==> config.mk <==
export PLATFORM = sky130hd
export DESIGN_NAME = regfile_write_arbiter
export DESIGN_NICKNAME = d
export VERILOG_FILES = /design/src/rtl/regfile_pkg.sv /design/src/rtl/rr_arbiter.sv /design/src/rtl/regfile_write_arbiter.sv
export SDC_FILE = /design/constraint.sdc
export NUM_CORES = 1
export LEC_CHECK = 0
export CORE_MARGIN = 5
export CORE_UTILIZATION = 36
export DETAILED_ROUTE_END_ITERATION = 7
export PLACE_DENSITY = 0.76
export SLEW_MARGIN = 20
export SYNTH_ARGS = -nofsm -noshare
export SYNTH_HDL_FRONTEND = slang
export SYNTH_SLANG_ARGS = --single-unit
==> constraint.sdc <==
create_clock -name clock -period 2.9 [get_ports clock]
set_input_delay 0.58 -clock clock [delete_from_list [all_inputs] [get_ports clock]]
set_output_delay 0.58 -clock clock [all_outputs]
set_load 0.005 [all_outputs]
==> src/rtl/regfile_pkg.sv <==
// Shared defaults and requester indices for the register-file write arbiter.
package regfile_pkg;
  localparam int DEF_WIDTH         = 16;
  localparam int DEF_REGISTER_BITS = 4;
  localparam int DEF_NUM_REQ       = 3;
  localparam int GRANT_ID_W        = 3;
  localparam int ZERO_REG          = 0;

  localparam int REQ_ALU  = 0;
  localparam int REQ_LOAD = 1;
  localparam int REQ_HOST = 2;
endpackage

==> src/rtl/rr_arbiter.sv <==
// Round-robin arbiter: one-hot grant searched from rr_ptr upward with wrap;
// the pointer moves past the winner on every grant.
module rr_arbiter
  import regfile_pkg::*;
#(
  parameter int NUM_REQ = DEF_NUM_REQ,
  localparam int PTR_W  = $clog2(NUM_REQ)
) (
  input  logic               clock,
  input  logic               reset,
  input  logic               hold,
  input  logic [NUM_REQ-1:0] req_valid,
  output logic [NUM_REQ-1:0] grant,
  output logic [PTR_W-1:0]   rr_ptr
);

  logic [PTR_W-1:0] rr_ptr_q;
  logic [PTR_W-1:0] rr_ptr_d;
  logic [PTR_W-1:0] win;
  logic [PTR_W-1:0] sel;
  logic             found;
  int               idx;

  always_comb begin
    grant = '0;
    win   = '0;
    sel   = '0;
    idx   = 0;
    found = 1'b0;
    // Reset is folded in here so ready never asserts while the block is held in reset.
    if (reset && !hold) begin
      for (int k = 0; k < NUM_REQ; k++) begin
        idx = int'(rr_ptr_q) + k;
        if (idx >= NUM_REQ) idx = idx - NUM_REQ;
        sel = PTR_W'(idx);
        if (!found && req_valid[sel]) begin
          grant[sel] = 1'b1;
          win        = sel;
          found      = 1'b1;
        end
      end
    end
  end

  always_comb begin
    rr_ptr_d = rr_ptr_q;
    if (found) begin
      rr_ptr_d = (win == PTR_W'(NUM_REQ - 1)) ? '0 : win + 1'b1;
    end
  end

  always_ff @(posedge clock or negedge reset) begin
    if (!reset) rr_ptr_q <= '0;
    else        rr_ptr_q <= rr_ptr_d;
  end

  assign rr_ptr = rr_ptr_q;

endmodule

==> src/rtl/regfile_write_arbiter.sv <==
// Shares the register file write port among NUM_REQ writeback sources; the
// winning request is registered for one cycle and drives the write port.
module regfile_write_arbiter
  import regfile_pkg::*;
#(
  parameter int WIDTH         = DEF_WIDTH,
  parameter int REGISTER_BITS = DEF_REGISTER_BITS,
  parameter int NUM_REQ       = DEF_NUM_REQ
) (
  input  logic                         clock,
  input  logic                         reset,
  input  logic                         hold,
  input  logic [NUM_REQ-1:0]           req_valid,
  input  logic [NUM_REQ*REGISTER_BITS-1:0] req_addr,
  input  logic [NUM_REQ*WIDTH-1:0]     req_data,
  output logic [NUM_REQ-1:0]           req_ready,
  output logic                         shouldWrite,
  output logic [REGISTER_BITS-1:0]     writeAddress,
  output logic [WIDTH-1:0]             writeData,
  output logic [(1<<REGISTER_BITS)-1:0] pending_mask,
  output logic [GRANT_ID_W-1:0]        grant_id
);

  localparam int PTR_W = $clog2(NUM_REQ);
  localparam int NREG  = 1 << REGISTER_BITS;

  logic [NUM_REQ-1:0]       grant;
  logic [PTR_W-1:0]         unused_rr_ptr;
  logic                     grant_any;
  logic [GRANT_ID_W-1:0]    sel_id;
  logic [REGISTER_BITS-1:0] sel_addr;
  logic [WIDTH-1:0]         sel_data;

  logic                     should_write_q, should_write_d;
  logic [REGISTER_BITS-1:0] write_addr_q,   write_addr_d;
  logic [WIDTH-1:0]         write_data_q,   write_data_d;
  logic [NREG-1:0]          pending_q,      pending_d;
  logic [GRANT_ID_W-1:0]    grant_id_q,     grant_id_d;

  rr_arbiter #(.NUM_REQ(NUM_REQ)) u_rr_arbiter (
    .clock     (clock),
    .reset     (reset),
    .hold      (hold),
    .req_valid (req_valid),
    .grant     (grant),
    .rr_ptr    (unused_rr_ptr)
  );

  assign req_ready = grant;

  always_comb begin
    grant_any = |grant;
    sel_id    = '0;
    sel_addr  = '0;
    sel_data  = '0;
    for (int i = 0; i < NUM_REQ; i++) begin
      if (grant[i]) begin
        sel_id   = GRANT_ID_W'(i);
        sel_addr = req_addr[i*REGISTER_BITS +: REGISTER_BITS];
        sel_data = req_data[i*WIDTH +: WIDTH];
      end
    end
  end

  // Writes to register 0 take their arbitration turn but never reach the file.
  always_comb begin
    should_write_d = grant_any && (sel_addr != REGISTER_BITS'(ZERO_REG));
    write_addr_d   = grant_any ? sel_addr : write_addr_q;
    write_data_d   = grant_any ? sel_data : write_data_q;
    grant_id_d     = grant_any ? sel_id   : grant_id_q;
    pending_d      = '0;
    if (should_write_d) pending_d[sel_addr] = 1'b1;
  end

  always_ff @(posedge clock or negedge reset) begin
    if (!reset) begin
      should_write_q <= 1'b0;
      write_addr_q   <= '0;
      write_data_q   <= '0;
      pending_q      <= '0;
      grant_id_q     <= '0;
    end else begin
      should_write_q <= should_write_d;
      write_addr_q   <= write_addr_d;
      write_data_q   <= write_data_d;
      pending_q      <= pending_d;
      grant_id_q     <= grant_id_d;
    end
  end

  assign shouldWrite  = should_write_q;
  assign writeAddress = write_addr_q;
  assign writeData    = write_data_q;
  assign pending_mask = pending_q;
  assign grant_id     = grant_id_q;

endmodule

==> results of run 1 <==
[worst paths after layout]
path / start / to / slack, ns / depth (start not counted)
setup reg to reg: u_rr_arbiter.rr_ptr[1]$_DFFE_PN0P_ / shouldWrite$_DFF_PN0_ / 0.09 / 10
setup / recovery: u_rr_arbiter.rr_ptr[1]$_DFFE_PN0P_ / shouldWrite$_DFF_PN0_ / 0.09 / 10
hold reg to reg: grant_id[0]$_DFFE_PN0P_ / grant_id[0]$_DFFE_PN0P_ / 0.48 / 1
max in group asynchronous: reset / writeData[0]$_DFFE_PN0P_ / 2.16 / 2
min in group clock: grant_id[0]$_DFFE_PN0P_ / grant_id[0]$_DFFE_PN0P_ / 0.48 / 1
hold / removal: reset / pending_mask[2]$_DFF_PN0_ / 0.40 / 2
[stage by stage]
stage	area (sq um)	hold WS (ns)	cells
after floorplan	2200	0.284	203
after global placement	3530	0.460	405
after detailed placement	3530	0.466	405
after CTS	3690	0.408	415
after global routing	3750	0.436	415
final	3750	0.405	415
[registers in the layout, summed over array words and instances (netlist names)]
name,count
u_rr_arbiter.rr_ptr,2
pending_mask,16
writeAddress,4
shouldWrite,1
grant_id,2
writeData,16
[cell families (layout without fill, tap and decap cells)]
| group | Yosys count | in the layout | synth area share |
|---|---|---|---|
| other | 1 | 2 | 0.00171 |
| and+or+nand+nor | 44 | 44 | 0.131 |
| muxes | 20 | 20 | 0.0925 |
| AOI/OAI and AO/OA | 54 | 54 | 0.200 |
| adders and majority gates | 5 | 5 | 0.0274 |
| buffers and inverters | 37 | 174 | 0.0793 |
| DFF | 41 | 41 | 0.468 |
[Yosys cell counts (2+ instances only)]
| cell type | number | area (sq um) |
|---|---|---|
| ha_1 | 4 | 50.1 |
| nand4bb_1 | 2 | 22.5 |
| nor3_1 | 3 | 15.0 |
| a21oi_1 | 7 | 35.0 |
| mux2i_1 | 18 | 180 |
| inv_1 | 21 | 78.8 |
| buf_4 | 5 | 37.5 |
| nand2_1 | 4 | 15.0 |
| buf_2 | 7 | 35.0 |
| a21o_1 | 9 | 67.6 |
| clkbuf_1 | 2 | 7.51 |
| a21oi_2 | 3 | 26.3 |
| nor2_1 | 6 | 22.5 |
| a22o_1 | 4 | 35.0 |
| dfrtp_1 | 41 | 1030 |
| o21ai_0 | 5 | 25.0 |
| nand2b_1 | 2 | 12.5 |
| a222oi_1 | 16 | 160 |
| nor4_1 | 16 | 100 |
| mux2_2 | 2 | 22.5 |
[what timing repair did]
action / in CTS / in global routing
endpoints found under the setup margin: 10 / 17
buffers inserted: 2 / 0
gates cloned: 0 / 0
pin swaps: 2 / 0
resized for setup: 13 / 10
[per-layer routing]
layer	part of all wire	up-vias	global-route usage
li1	-	1030	-
met1	0.39	1036	0.195
met2	0.52	79	0.301
met3	0.084	7	0.0611
met4	0.0064	0	0.0371
met5	0	-	0
[placed cells by master, fill, tap and decap left out, types with 2 or more instances in the layout]
master / count
clkdlybuf4s50_1: 100
dfrtp_1: 41
buf_4: 37
inv_1: 20
mux2i_1: 17
a222oi_1: 16
a21o_1: 9
nor4_1: 8
nor4_2: 8
nor2_1: 6
clkbuf_8: 6
dlygate4sd2_1: 6
a21oi_1: 5
a21oi_2: 5
o21ai_0: 5
nand2_1: 4
a22o_1: 4
inv_2: 2
nand4bb_1: 2
nand2b_1: 2
mux2_2: 2
nor3_1: 2
ha_4: 2
ha_1: 2
conb_1: 2
[power by group through the flow]
stage / Combinational, uW / Sequential [uW] / Clock, uW
floorplan: 741 / 792 / 0
global placement: 1410 / 779 / 0
detailed placement: 1430 / 786 / 0
CTS: 1510 / 780 / 478
global route: 1690 / 801 / 507
finish: 1560 / 780 / 466
[worst max-delay path, stage by stage, from the launching register on]
cell and delay (ns):
dfrtp_1 0.44, ha_4 0.33, buf_4 0.13, mux2i_2 0.24, nor4_1 0.07, a221o_2 0.31
nor2b_4 0.13, buf_4 0.16, a22o_1 0.26, a21oi_2 0.40, nand4_1 0.18
[area by class of cell]
cell class                      instances  share of cell area
Clock buffer                            7              0.0230
Clock inverter                          1             0.00801
Inverter                               22              0.0220
Multi-Input combinational cell        125               0.292
Sequential cell                        41               0.274
Tap cell                               75              0.0250
Timing Repair Buffer                  144               0.356
==> impl_metrics.env, run 1 <==
export IMPL_clockPowerShare=0.166
export IMPL_place_congestion=0.937
export IMPL_synth_seq_cells=41
export IMPL_fill_cells=491
export IMPL_worstPathRequired_ns=3.03
export IMPL_tightestPinTransition_ns=0.509
export IMPL_ys_flop_type="dfrtp_1"
export IMPL_hold_violations=0
export IMPL_dpl_worst_slack_ns=-0.331
export IMPL_p_comb_frac=0.556
export IMPL_layout_min_cycle_time_ns=2.81
export IMPL_slew_headroom=0.661
export IMPL_grt_use_total=0.169
export IMPL_drtIter0Drc=87
export IMPL_grt_pass1_vias=2142
export IMPL_p_total_uw=2810
export IMPL_clock_sinks=41
export IMPL_p_int_uw=1840
export IMPL_cts_buffers_inserted=5
export IMPL_grt_pass1_wl_um=10200
export IMPL_grt_ovfl_total=0
export IMPL_cts_tree="done"
export IMPL_die_area_sq_mm=0.00775
export IMPL_vias=2152
export IMPL_io_buffers=107
export IMPL_async_reset_ff_frac=1.00
export IMPL_start_util=0.370
export IMPL_clockBufferDepth=2
export IMPL_die_x_um=88.0
export IMPL_switching_share=0.345
export IMPL_critical_path_endpoint_type="register"
export IMPL_power_density_mw_per_mm2=749
export IMPL_std_cell_rows=28
export IMPL_layout_setup_ws_ns=0.0950
export IMPL_dpl_hpwl_um=5170
export IMPL_grt_max_degree=42
export IMPL_slew_violations=0
export IMPL_seqPwrFrac=0.278
export IMPL_register_area_sq_mm=0.00103
export IMPL_ant_nets=0
export IMPL_cp_arrival_ns=2.93
export IMPL_fin_skew_ns=0.00348
export IMPL_coreArea_sq_mm=0.00592
export IMPL_yosysWarnings=0
export IMPL_tns_ns=0
export IMPL_wl_um=6680
export IMPL_multi_input_area_sq_mm=0.00109
export IMPL_fp_dieH_um=88.0
export IMPL_synthesis_area_sq_mm=0.00219
export IMPL_rsz0062_at_grt="yes"
export IMPL_status="finished clean"
export IMPL_p_sw_uw=969
export IMPL_hp_class="input port to async pin"
export IMPL_clk_pin_slew_ns=0.08
export IMPL_synthCells=202
export IMPL_fin_crit_sh=0.967
export IMPL_start_kind="register"
export IMPL_fin_nets=409
export IMPL_hold_buffers=0
export IMPL_ir_worst_vdd_uv=354
export IMPL_antenna_found_initial=0
export IMPL_crit_fanout=9
export IMPL_p_leak_uw=0.00168
export IMPL_io_pins=109
export IMPL_max_freq_mhz=357
export IMPL_synth_distinct_cells=45
export IMPL_maxCapViolCount=0
export IMPL_routedWlPerCell_um=16.1
export IMPL_antenna_cells=0
export IMPL_clk_latency_ns=0.28
export IMPL_via_per_inst=5.19
export IMPL_cts_root_buffer="clkbuf_8"
export IMPL_synth_edf_count=0
export IMPL_htreeDepth=2
export IMPL_path_class="register to register"
export IMPL_fin_util=0.633
export IMPL_drc_errors=0
export IMPL_yosysSeqAreaShare=0.468
export IMPL_syn2layout_area_growth_pct=71.1
export IMPL_drt_first_pass_iters=5
export IMPL_syn_area_per_cell_sq_um=10.9
export IMPL_finalSetupViolations=0
export IMPL_drive_gt1_frac=0.212
Note: power is estimated with default switching activity, not from simulation.
==> run 2, diff against run 1 <==
CTS_CLUSTER_SIZE = 28   (was unset)
==> results of run 2 <==
The final DEF is identical to that of run 1; final timing and power are the same.
